==> config.mk <==
export PLATFORM = sky130hd
export DESIGN_NAME = direction_arbiter_flat
export DESIGN_NICKNAME = d
export VERILOG_FILES = /design/src/rtl/direction_arbiter_if.sv /design/src/rtl/direction_arbiter.sv /design/src/flat_wrapper.sv
export SDC_FILE = /design/constraint.sdc
export NUM_CORES = 1
export LEC_CHECK = 0
export BUFFER_PORTS_ARGS = -buffer_cell sky130_fd_sc_hd__buf_2
export CORE_MARGIN = 10
export CORE_UTILIZATION = 25
export CTS_BUF_LIST = sky130_fd_sc_hd__clkbuf_4 sky130_fd_sc_hd__clkbuf_8 sky130_fd_sc_hd__clkbuf_16
export DETAILED_ROUTE_END_ITERATION = 7
export SLEW_MARGIN = 10
export SYNTH_ARGS = -nofsm -noshare
export SYNTH_HDL_FRONTEND = slang
export SYNTH_SLANG_ARGS = --single-unit
==> constraint.sdc <==
create_clock -name CLKOUT0 -period 2.8 [get_ports CLKOUT0]
set_clock_uncertainty 0.1 [all_clocks]
set_input_delay 0.42 -clock CLKOUT0 [delete_from_list [all_inputs] [get_ports CLKOUT0]]
set_output_delay 0.42 -clock CLKOUT0 [all_outputs]
set_load 0.05 [all_outputs]
==> src/rtl/direction_arbiter_if.sv <==
// Button, autopilot and tick inputs plus committed-direction outputs of the direction arbiter.
// Bit order of the 4-bit vectors is {right, left, down, up}.
interface direction_arbiter_if;
  logic [3:0] i_btn;
  logic [3:0] i_auto_dir;
  logic       i_autopilot;
  logic       i_tick;
  logic       o_up;
  logic       o_down;
  logic       o_left;
  logic       o_right;
  logic       o_manual;
  logic       o_pending;

  modport master (
    output i_btn, i_auto_dir, i_autopilot, i_tick,
    input  o_up, o_down, o_left, o_right, o_manual, o_pending
  );

  modport slave (
    input  i_btn, i_auto_dir, i_autopilot, i_tick,
    output o_up, o_down, o_left, o_right, o_manual, o_pending
  );
endinterface

==> src/rtl/direction_arbiter.sv <==
// Debounces four direction buttons and arbitrates between manual presses and an autopilot,
// committing one direction per rising edge of the game tick.
module direction_arbiter #(
  parameter int DB_CYCLES  = 250000,
  parameter int HOLD_TICKS = 8
) (
  input logic                CLKOUT0,
  input logic                rst_n,
  direction_arbiter_if.slave bus
);
  localparam int CW = (DB_CYCLES > 1) ? $clog2(DB_CYCLES) : 1;
  localparam int HW = (HOLD_TICKS > 0) ? $clog2(HOLD_TICKS + 1) : 1;
  localparam logic [CW-1:0] CNT_MAX   = CW'(DB_CYCLES - 1);
  localparam logic [HW-1:0] HOLD_LOAD = HW'(HOLD_TICKS);

  typedef enum logic {MANUAL = 1'b0, AUTO = 1'b1} state_t;

  logic [3:0] db_vec;
  logic [3:0] db_prev_reg;
  logic [3:0] dir_reg;
  logic [3:0] pending_dir_reg;
  logic       pending_reg;
  logic       tick_prev_reg;
  logic [HW-1:0] hold_reg;
  state_t     state_reg;

  genvar gi;
  generate
    for (gi = 0; gi < 4; gi++) begin : g_btn
      logic [1:0]    sync_reg;
      logic [CW-1:0] cnt_reg;
      logic          db_bit_reg;

      always_ff @(posedge CLKOUT0) begin
        if (!rst_n) begin
          sync_reg   <= 2'b00;
          cnt_reg    <= '0;
          db_bit_reg <= 1'b0;
        end else begin
          sync_reg <= {sync_reg[0], bus.i_btn[gi]};
          // The counter only runs while the synced level disagrees with the debounced one.
          if (sync_reg[1] == db_bit_reg) begin
            cnt_reg <= '0;
          end else if (cnt_reg == CNT_MAX) begin
            db_bit_reg <= sync_reg[1];
            cnt_reg    <= '0;
          end else begin
            cnt_reg <= cnt_reg + 1'b1;
          end
        end
      end

      assign db_vec[gi] = db_bit_reg;
    end
  endgenerate

  logic [3:0] press;
  logic [3:0] sel_dir;
  logic [3:0] rev_dir;
  logic       accepted;
  logic       tick_edge;
  logic       auto_valid;

  assign press = db_vec & ~db_prev_reg;

  always_comb begin
    sel_dir = 4'b0000;
    if (press[0])      sel_dir = 4'b0001;
    else if (press[1]) sel_dir = 4'b0010;
    else if (press[2]) sel_dir = 4'b0100;
    else if (press[3]) sel_dir = 4'b1000;
  end

  // Swap up<->down and left<->right to get the opposite of the committed heading.
  assign rev_dir    = {dir_reg[2], dir_reg[3], dir_reg[0], dir_reg[1]};
  assign accepted   = (sel_dir != 4'b0000) && (sel_dir != rev_dir);
  assign tick_edge  = bus.i_tick && !tick_prev_reg;
  assign auto_valid = $onehot(bus.i_auto_dir);

  always_ff @(posedge CLKOUT0) begin
    if (!rst_n) begin
      db_prev_reg     <= 4'b0000;
      tick_prev_reg   <= 1'b0;
      dir_reg         <= 4'b0000;
      pending_dir_reg <= 4'b0000;
      pending_reg     <= 1'b0;
      hold_reg        <= '0;
      state_reg       <= MANUAL;
    end else begin
      db_prev_reg   <= db_vec;
      tick_prev_reg <= bus.i_tick;

      if (accepted) pending_dir_reg <= sel_dir;

      // A press landing on the tick edge itself takes effect immediately.
      if (tick_edge) begin
        pending_reg <= 1'b0;
        if (accepted) begin
          dir_reg <= sel_dir;
        end else if (state_reg == MANUAL) begin
          if (pending_reg) dir_reg <= pending_dir_reg;
        end else if (auto_valid) begin
          dir_reg <= bus.i_auto_dir;
        end
      end else if (accepted) begin
        pending_reg <= 1'b1;
      end

      if (!bus.i_autopilot || accepted) begin
        state_reg <= MANUAL;
      end else if (tick_edge && state_reg == MANUAL && hold_reg == '0) begin
        state_reg <= AUTO;
      end

      if (accepted) begin
        hold_reg <= HOLD_LOAD;
      end else if (tick_edge && state_reg == MANUAL && bus.i_autopilot && hold_reg != '0) begin
        hold_reg <= hold_reg - 1'b1;
      end
    end
  end

  assign bus.o_up      = dir_reg[0];
  assign bus.o_down    = dir_reg[1];
  assign bus.o_left    = dir_reg[2];
  assign bus.o_right   = dir_reg[3];
  assign bus.o_pending = pending_reg;
  assign bus.o_manual  = (state_reg == MANUAL);
endmodule

==> src/flat_wrapper.sv <==
// flat-port wrapper written by rule: the top's interface ports become plain ports
module direction_arbiter_flat 
#(
  parameter int DB_CYCLES  = 250000,
  parameter int HOLD_TICKS = 8
)
  (CLKOUT0, rst_n, bus_i_btn, bus_i_auto_dir, bus_i_autopilot, bus_i_tick, bus_o_up, bus_o_down, bus_o_left, bus_o_right, bus_o_manual, bus_o_pending);
  direction_arbiter_if bus_i ();
  input logic CLKOUT0;
  input logic rst_n;
  input wire logic [$bits(bus_i.i_btn)-1:0] bus_i_btn;
  input wire logic [$bits(bus_i.i_auto_dir)-1:0] bus_i_auto_dir;
  input wire logic [$bits(bus_i.i_autopilot)-1:0] bus_i_autopilot;
  input wire logic [$bits(bus_i.i_tick)-1:0] bus_i_tick;
  output wire logic [$bits(bus_i.o_up)-1:0] bus_o_up;
  output wire logic [$bits(bus_i.o_down)-1:0] bus_o_down;
  output wire logic [$bits(bus_i.o_left)-1:0] bus_o_left;
  output wire logic [$bits(bus_i.o_right)-1:0] bus_o_right;
  output wire logic [$bits(bus_i.o_manual)-1:0] bus_o_manual;
  output wire logic [$bits(bus_i.o_pending)-1:0] bus_o_pending;
  assign bus_i.i_btn = bus_i_btn;
  assign bus_i.i_auto_dir = bus_i_auto_dir;
  assign bus_i.i_autopilot = bus_i_autopilot;
  assign bus_i.i_tick = bus_i_tick;
  assign bus_o_up = bus_i.o_up;
  assign bus_o_down = bus_i.o_down;
  assign bus_o_left = bus_i.o_left;
  assign bus_o_right = bus_i.o_right;
  assign bus_o_manual = bus_i.o_manual;
  assign bus_o_pending = bus_i.o_pending;
  direction_arbiter #(.DB_CYCLES(DB_CYCLES), .HOLD_TICKS(HOLD_TICKS)) u_core (.CLKOUT0(CLKOUT0), .rst_n(rst_n), .bus(bus_i));
endmodule
==> results of run 1 <==
-- worst max-delay path, stage by stage --
cell and delay, ps:
buf_2 110, ha_1 280, ha_1 210, fa_1 430
nor4bb_1 270, a21oi_1 140, o21ai_0 180, a21oi_1 60
o32a_1 330
-- final timing paths --
check                                          from                                     end  slack [ps]  cells past startpoint
min reg2reg  u_core.g_btn[2].sync_reg[0]$_SDFF_PN0_  u_core.g_btn[2].sync_reg[1]$_SDFF_PN0_         340                      1
min                                    bus_i_btn[1]  u_core.g_btn[1].sync_reg[0]$_SDFF_PN0_         180                      2
max                               bus_i_auto_dir[2]          u_core.dir_reg[1]$_SDFFE_PN0P_         510                      9
max reg2reg   u_core.g_btn[2].cnt_reg[0]$_SDFF_PP0_  u_core.g_btn[2].cnt_reg[17]$_SDFF_PP0_         600                      6
-- logic make-up after synthesis --
| kind of cell | Yosys count | share of synthesized area [%] |
|---|---|---|
| AO/OA/AOI/OAI | 38 | 6.152 |
| XOR/XNOR | 70 | 13.11 |
| adder cells (fa/ha/maj) | 9 | 2.568 |
| buffers and inverters | 39 | 3.878 |
| flip-flops | 103 | 44.08 |
| multiplexers | 6 | 1.311 |
| AND/OR/NAND/NOR | 266 | 28.91 |
-- power by group --
| part | switching, uW | internal (uW) | total (uW) | leakage, uW |
|---|---|---|---|---|
| combinational | 45.3 | 27.5 | 72.7 | 0.000668 |
| clock | 556 | 700 | 1260 | 0.000139 |
| sequential | 7.47 | 1470 | 1480 | 0.000832 |
-- cell usage after synthesis (2+ instances only) --
library cell	count	area [um2]
nand4_1	11	68.82
nor2b_1	8	50.05
a32oi_1	3	26.28
nor2_1	103	386.6
nand3_1	27	135.1
nor2_2	2	12.51
buf_2	4	20.02
xnor2_1	49	429.2
nor4_1	13	81.33
and3_1	6	37.54
clkbuf_1	3	11.26
a21oi_1	9	45.04
or3_1	4	25.02
and2_1	17	106.4
nor3b_1	2	15.01
nand2b_1	5	31.28
o221a_2	2	22.52
nand2_1	27	101.4
xor2_1	21	183.9
a31oi_1	2	12.51
dfxtp_1	103	2062
nor3_2	2	20.02
and4_1	2	17.52
a211oi_1	3	22.52
nor3_1	18	90.09
inv_1	25	93.84
nand3_2	2	20.02
mux2i_1	5	50.05
and4bb_2	2	25.02
o21ai_0	6	30.03
buf_4	6	45.04
ha_1	8	100.1
nor4b_1	4	35.03
or2_1	2	12.51
-- cells in the final DEF, fill, tap and decap left out, drive strengths merged, types with 4 or more instances in the layout --
master    n
mux2i     5
inv      27
o21ai     6
and3      6
buf      18
a31oi     4
nor4     14
ha        8
nand2b    5
nor4b     4
or3       4
dfxtp   103
nor2    105
xnor2    49
a21oi     9
nor3     20
nand4    11
and2     17
nor2b     8
clkbuf    9
xor2     21
nand3    29
nand2    27
-- layer usage --
| metal | part of all wire, % | global-route usage, % | vias up |
|---|---|---|---|
| met5 | 0 | 0 | - |
| met4 | 2.1 | 4.000 | 0 |
| met3 | 4.0 | 1.645 | 13 |
| met2 | 42 | 10.52 | 53 |
| met1 | 52 | 9.415 | 1553 |
| li1 | - | - | 1826 |
-- metrics by stage --
| step | area (um2) | hold slack, ps | std cells | utilization, % | total power (uW) |
|---|---|---|---|---|---|
| 2_1_floorplan | 4678 | 311.9 | 531 | - | 1567 |
| 3_3_place_gp | 4970 | 325.6 | 764 | 27.29 | 1589 |
| 3_5_place_dp | 4970 | 326.3 | 764 | 27.29 | 1590 |
| 4_1_cts | 5274 | 162.5 | 780 | 28.96 | 2860 |
| 5_1_grt | 5274 | 181.9 | 780 | 28.96 | 2924 |
| 6_report | 5274 | 179.1 | 780 | 28.96 | 2810 |
-- final cells by class --
class	count	area [um2]
Multi-Input combinational cell	389	2435
Tap cell	229	286.5
Timing Repair Buffer	18	92.59
Inverter	25	93.84
Clock inverter	7	78.83
Sequential cell	103	2062
Clock buffer	9	225.2
Fill cell	1900	12930
==> results.ini, run 1 <==
[timing]
slew_violations=0
slew_headroom_pct=54.47
hold_viol=0
tightestPinTransition_ps=676.7
timing.final.ws_setup_ps=508.8
setup_tns_ps=0
period_share_pct=81.83
clock.fmax_mhz=436.4
finalWorstPathRequiredPeriod_ps=2291
setup_violations=0
rsz0062_at_grt=false

[finish]
nNetsFinal=567
largest_reg_flops=72
area_growth_pct=12.73
antenna_cells=0
layout-drive-gt1-share_pct=9.256

[grt]
grt_pass1_wl_um=14790
grt_usage_pct=7.149
grt_pass1_vias=3283
antenna_found_initial=0
grt_max_degree=25
grt_overflow=0

[synthesis]
synth_ff_type=dfxtp_1
synth_cell_types=59
syn_area_um2=4678
seq_area_frac_synth_pct=44.08
syn-num-nets=552
ys_ff_latch=103
synth.avg_cell_area_um2=8.810
syn_inst=531
synthArstFlopShare_pct=0
yosys_warnings=0
synth_edf_count=0

[min_path]
hp-class=in -> reg

[placement]
portBuffers=17
hpwl_um=5877
dp_slack_ps=145.1
place.gp.congestion=0.8009

[worst_setup_path]
cp-end-kind=flop
arrival_ps=2420
crit_type=in -> reg
start_kind=input pin
worst-path-max-fanout=5
required_ps=2930

[pwr]
leakage_uw=0.001639
powerDensity_nw_per_um2=532.9
peakVddDrop_uv=244.1

[clocking]
cts_setup_buffers=0
clk_latency_ps=340
cts-root-buf=clkbuf_16
postCtsHoldBufs=0
clkTransAtPathRegs_ps=70
cts.sinks=103
clockBufferDepth=2
cts_made_buffers=9
h-tree-depth=3
post_cts_resize_count=0
cts_tree=built

[floorplanning]
rows=49
fp.coreArea_um2=18210
boundaryPins=18
die_y_um=156.8
die_area_um2=24580
initial_core_util_pct=25.69
die_w_um=156.8

[drt]
routed_wl_um=8274
wire_per_inst_um=10.61
vias=3445
drt-initial-drc-count=130
drc=0
detail-route-antenna-nets=0
first_pass_iters=6
via_per_inst=4.417

[run]
drv_cap=0

[run_status]
status=finished, final reports clean

No activity file was read; power rests on OpenSTA's default activity.
==> run 2, diff against run 1 <==
Clock period 2.8 ns to 2.4 ns, I/O delays scaled along.
==> results.ini, run 2 (synthesized netlist as in run 1, its figures left out) <==
[drt]
detail-route-antenna-nets=0  ; unchanged
routed_wl_um=8376  ; +1.2%
first_pass_iters=4  ; -2
wire_per_inst_um=10.64  ; +0.33%
drc=0  ; unchanged
via_per_inst=4.400  ; -0.37%
drt-initial-drc-count=161  ; +24%
vias=3463  ; +0.52%

[pwr]
leakage_uw=0.001678  ; +2.4%
peakVddDrop_uv=315.7  ; +29%
powerDensity_nw_per_um2=612.6  ; +15%
p_total_uw=3264  ; +16%

[clocking]
clockBufferDepth=2  ; unchanged
cts_tree=built
cts_made_buffers=9  ; unchanged
cts.sinks=103  ; unchanged
cts_setup_buffers=0  ; unchanged
clkTransAtPathRegs_ps=70  ; about the same
h-tree-depth=3  ; unchanged
cts-root-buf=clkbuf_16
postCtsHoldBufs=0  ; unchanged
clk_latency_ps=340  ; about the same
post_cts_resize_count=0  ; unchanged

[floorplanning]
die_w_um=156.8  ; unchanged
rows=49  ; unchanged
die_area_um2=24580  ; unchanged
initial_core_util_pct=25.69  ; unchanged
fp.coreArea_um2=18210  ; unchanged
boundaryPins=18  ; unchanged
die_y_um=156.8  ; unchanged

[worst_setup_path]
crit_type=in -> reg
required_ps=2530  ; -400 ps
critical-path-slowest-cell=fa_1
arrival_ps=2370  ; -50 ps
cp-end-kind=flop
slowest_delay_ps=430  ; about the same
crit_family=adder cells
worst-path-max-fanout=5  ; unchanged
crit_buf_inv=1  ; unchanged
cp_cell_sequence=buf_2 > ha_1 > ha_1 > fa_1 > nor4bb_1 > a21oi_1 > a211oi_1 > a21oi_1 > o221a_2
start_kind=input pin

[timing]
setup_violations=0  ; unchanged
slew_headroom_pct=68.78  ; +14 points
tightestPinTransition_ps=464.0  ; -212.7 ps
holdWs_ps=124.1  ; -55.04 ps
period_share_pct=93.63
timing.final.ws_setup_ps=152.8  ; -356.0 ps
rsz0062_at_grt=false
slew_violations=0  ; unchanged
finalWorstPathRequiredPeriod_ps=2247
hold_viol=0  ; unchanged
setup_tns_ps=0  ; unchanged
clock.fmax_mhz=445.0

[finish]
largest_reg_flops=72  ; unchanged
fillCellCount=1909  ; +0.47%
antenna_cells=0  ; unchanged
nNetsFinal=575  ; +1.4%
final_cell_mix=nor2_1, dfxtp_1, xnor2_1
layout-drive-gt1-share_pct=10.39  ; +1.1 points
area_growth_pct=13.88

[grt]
grt_max_degree=25  ; unchanged
grt_overflow=0  ; unchanged
grt_pass1_vias=3308  ; +0.76%
antenna_found_initial=0  ; unchanged
grt_usage_pct=7.158  ; +0.0082 points
grt_pass1_wl_um=15010  ; +1.4%

[min_path]
hp-class=in -> reg

[placement]
portBuffers=17  ; unchanged
dp_slack_ps=-200.0  ; -345.0 ps
place.gp.congestion=0.7816  ; -2.4%
hpwl_um=5920  ; +0.73%

[run]
drv_cap=0  ; unchanged

[run_status]
status=finished, final reports clean

==> run 2: layer usage <==
metal | track usage [%] | part of all wire, % | up-vias
met4 | 3.416 | 1.9 | 0
met1 | 9.501 | 52 | 1576
met3 | 1.672 | 3.6 | 8
met5 | 0 | 0 | -
met2 | 10.69 | 42 | 45
li1 | - | - | 1834
==> run 2: through the flow <==
step	utilization [%]	instances	area, um2
floorplan	-	531	4678
global placement	27.62	772	5030
detailed placement	27.62	772	5030
CTS	29.26	787	5328
global route	29.26	787	5328
finish	29.26	787	5328
==> run 2: layout make-up <==
| class | count | area [um2] | area share [%] |
|---|---|---|---|
| Tap cell | 229 | 286.5 | 5.378 |
| Clock inverter | 5 | 58.81 | 1.104 |
| Inverter | 25 | 93.84 | 1.761 |
| Clock buffer | 10 | 239.0 | 4.486 |
| Timing Repair Buffer | 26 | 152.6 | 2.865 |
| Sequential cell | 103 | 2062 | 38.70 |
| Multi-Input combinational cell | 389 | 2435 | 45.70 |
==> run 2: report_power, final <==
group,leakage [uW],internal (uW),switching [uW]
sequential,0.000832,1720,8.93
clock,0.000141,831,612
combinational,0.000706,38.0,54.6
total,0.00168,2590,675
==> run 2: path summary, 6_finish.rpt <==
| kind | startpoint | to | slack [ps] | cells after the start |
|---|---|---|---|---|
| min | bus_i_btn[1] | u_core.g_btn[1].sync_reg[0]$_SDFF_PN0_ | 120 | 2 |
| max | bus_i_auto_dir[2] | u_core.dir_reg[3]$_SDFFE_PN0P_ | 150 | 9 |
| min reg2reg | u_core.g_btn[0].sync_reg[0]$_SDFF_PN0_ | u_core.g_btn[0].sync_reg[1]$_SDFF_PN0_ | 330 | 1 |
| max reg2reg | u_core.g_btn[3].cnt_reg[0]$_SDFF_PP0_ | u_core.g_btn[3].cnt_reg[11]$_SDFF_PP0_ | 390 | 6 |
==> run 2: worst register-to-register path, stage by stage (launching register included) <==
cell and delay (ps):
dfxtp_1 370, ha_1 190, nand3_1 220, nor4_1 320, and3_1 250, or2_2 340
nor2_1 100
==> run 3, diff against run 2 <==
Settings changed: CORE_UTILIZATION 25 to 60, PLACE_DENSITY set to 0.78.
==> results.ini, run 3 (synthesized netlist as in run 1, its figures left out) <==
[drt]
first_pass_iters=4  ; unchanged
routed_wl_um=8381  ; about the same
drc=0  ; unchanged
drt-initial-drc-count=247  ; +53%
vias=3568  ; +3.0%
detail-route-antenna-nets=0  ; unchanged
via_per_inst=5.406  ; +23%
wire_per_inst_um=12.70  ; +19%

[grt]
grt_pass1_vias=3545  ; +7.2%
busiest_layer=met2
antenna_found_initial=0  ; unchanged
grt_overflow=0  ; unchanged
grt_pass1_wl_um=15320  ; +2.1%
use_met1_pct=19.34  ; +9.8 points
grt_max_degree=25  ; unchanged
grt_usage_pct=15.55  ; +8.4 points
grtUsageMet3_pct=3.272  ; +1.6 points
met2_usage_pct=26.16  ; +15 points

[clocking]
cts_setup_buffers=0  ; unchanged
clockBufferDepth=2  ; unchanged
h-tree-depth=3  ; unchanged
cts_tree=built
postCtsHoldBufs=0  ; unchanged
cts-root-buf=clkbuf_8
post_cts_resize_count=0  ; unchanged
cts.sinks=103  ; unchanged
cts_made_buffers=9  ; unchanged
clk_latency_ps=360  ; +20 ps
clkTransAtPathRegs_ps=90  ; +20 ps

[placement]
hpwl_um=6118  ; +3.3%
numPlacedInstances=644  ; -17%
portBuffers=17  ; unchanged
place.gp.congestion=0.8164  ; +4.5%

[timing]
clock.fmax_mhz=435.7  ; -2.1%
hold_viol=0  ; unchanged
slew_violations=0  ; unchanged
setup_tns_ps=0  ; unchanged
setup_violations=0  ; unchanged
tightestPinTransition_ps=467.2  ; +3.211 ps
finalWorstPathRequiredPeriod_ps=2295  ; +48.07 ps
period_share_pct=95.64  ; +2.0 points
slew_headroom_pct=68.82  ; about the same

[pwr]
peakVddDrop_uv=312.5  ; -1.0%
pwr-share-clk_pct=37.2  ; -7.0 points
p_total_uw=2903  ; -11%
intPower_uw=2288  ; -12%
power_frac_seq_pct=59.5  ; +6.5 points
swShare_pct=21.21  ; +0.51 points
combPwrFrac_pct=3.3  ; +0.5 points
leakage_uw=0.001642  ; -2.2%
switchingPower_uw=615.8  ; -8.8%
powerDensity_nw_per_um2=572.4  ; -6.6%

[min_path]
min_delay_path_depth=2  ; unchanged
hp-class=in -> reg

[worst_setup_path]
arrival_ps=2450  ; +80 ps
cp-end-kind=flop
reg2reg_depth=7  ; +1
required_ps=2560  ; +30 ps
crit_type=in -> reg
start_kind=input pin
worst-path-max-fanout=5  ; unchanged

[finish]
fillCellCount=660  ; -65%
layout-drive-gt1-share_pct=10.75  ; +0.36 points
nNetsFinal=574  ; -0.17%
final_cell_mix=nor2_1, dfxtp_1, xnor2_1
final_cell_count_no_fill=660  ; -16%
ff_latch_area_um2=2062  ; unchanged
area_growth_pct=8.425
antenna_cells=0  ; unchanged
largest_reg_flops=72  ; unchanged
multi_input_area_um2=2446  ; +0.46%

[floorplanning]
die_area_um2=11730  ; -52%
initial_core_util_pct=61.17  ; +35 points
boundaryPins=18  ; unchanged
rows=32  ; -35%
fp.coreArea_um2=7647  ; -58%
die_y_um=108.3  ; -31%
die_w_um=108.3  ; -31%

[run_status]
status=finished, final reports clean

[run]
drv_cap=0  ; unchanged

-- run 3: cell types whose count changed in the layout (fill, tap and decap cells not counted), sizes merged --
cell	before	now
buf	26	25
clkbuf	10	12
clkinv	2	3
clkinvlp	2	0
-- run 3: path summary, 6_finish.rpt --
| path | from | endpoint | slack (ps) |
|---|---|---|---|
| setup / recovery | bus_i_auto_dir[2] | u_core.dir_reg[3]$_SDFFE_PN0P_ | 100 |
| hold / removal | bus_i_btn[0] | u_core.g_btn[0].sync_reg[0]$_SDFF_PN0_ | 110 |
| setup reg to reg | u_core.g_btn[2].cnt_reg[0]$_SDFF_PP0_ | u_core.g_btn[2].cnt_reg[17]$_SDFF_PP0_ | 320 |
| hold reg to reg | u_core.g_btn[2].sync_reg[0]$_SDFF_PN0_ | u_core.g_btn[2].sync_reg[1]$_SDFF_PN0_ | 340 |
-- run 3: power by group through the flow --
| stage | Clock (uW) | Sequential (uW) | Combinational (uW) |
|---|---|---|---|
| 3_5_place_dp | 0 | 1770 | 92.8 |
| 3_3_place_gp | 0 | 1770 | 90.4 |
| 6_report | 1080 | 1730 | 95.3 |
| 5_1_grt | 1200 | 1730 | 107 |
| 4_1_cts | 1120 | 1730 | 93.3 |
| 2_1_floorplan | 0 | 1770 | 61.0 |
-- run 3: final cells by class --
class / count / area share (%)
Clock buffer: 12 / 3.009
Timing Repair Buffer: 25 / 2.861
Tap cell: 102 / 2.516
Sequential cell: 103 / 40.65
Multi-Input combinational cell: 389 / 48.22
Clock inverter: 4 / 0.8880
Inverter: 25 / 1.850
-- run 3: stage by stage --
stage	worst slack [ps]	util (%)	hold WS [ps]	area, um2
final	104.7	66.33	105.1	5072
after global routing	-3.896	66.33	98.85	5072
after CTS	157.6	66.18	88.99	5061
after detailed placement	-242.7	63.60	319.1	4863
after global placement	-162.4	63.60	323.0	4863
after floorplan	13.04	-	311.9	4678
-- run 3: routing by layer --
| metal | wire length, um | vias up | share of wire, % |
|---|---|---|---|
| met5 | 0 | - | 0 |
| met4 | 116 | 0 | 1.4 |
| met3 | 301 | 12 | 3.6 |
| met2 | 3969 | 54 | 47 |
| met1 | 3994 | 1666 | 48 |
| li1 | - | 1836 | - |
-- run 3: worst max-delay path, cell delays in order --
cell and delay (ps):
buf_2 110, ha_1 290, ha_1 210, fa_1 490
nor4bb_2 50, a21oi_1 330, buf_4 190, a31oi_2 130
o221a_2 290
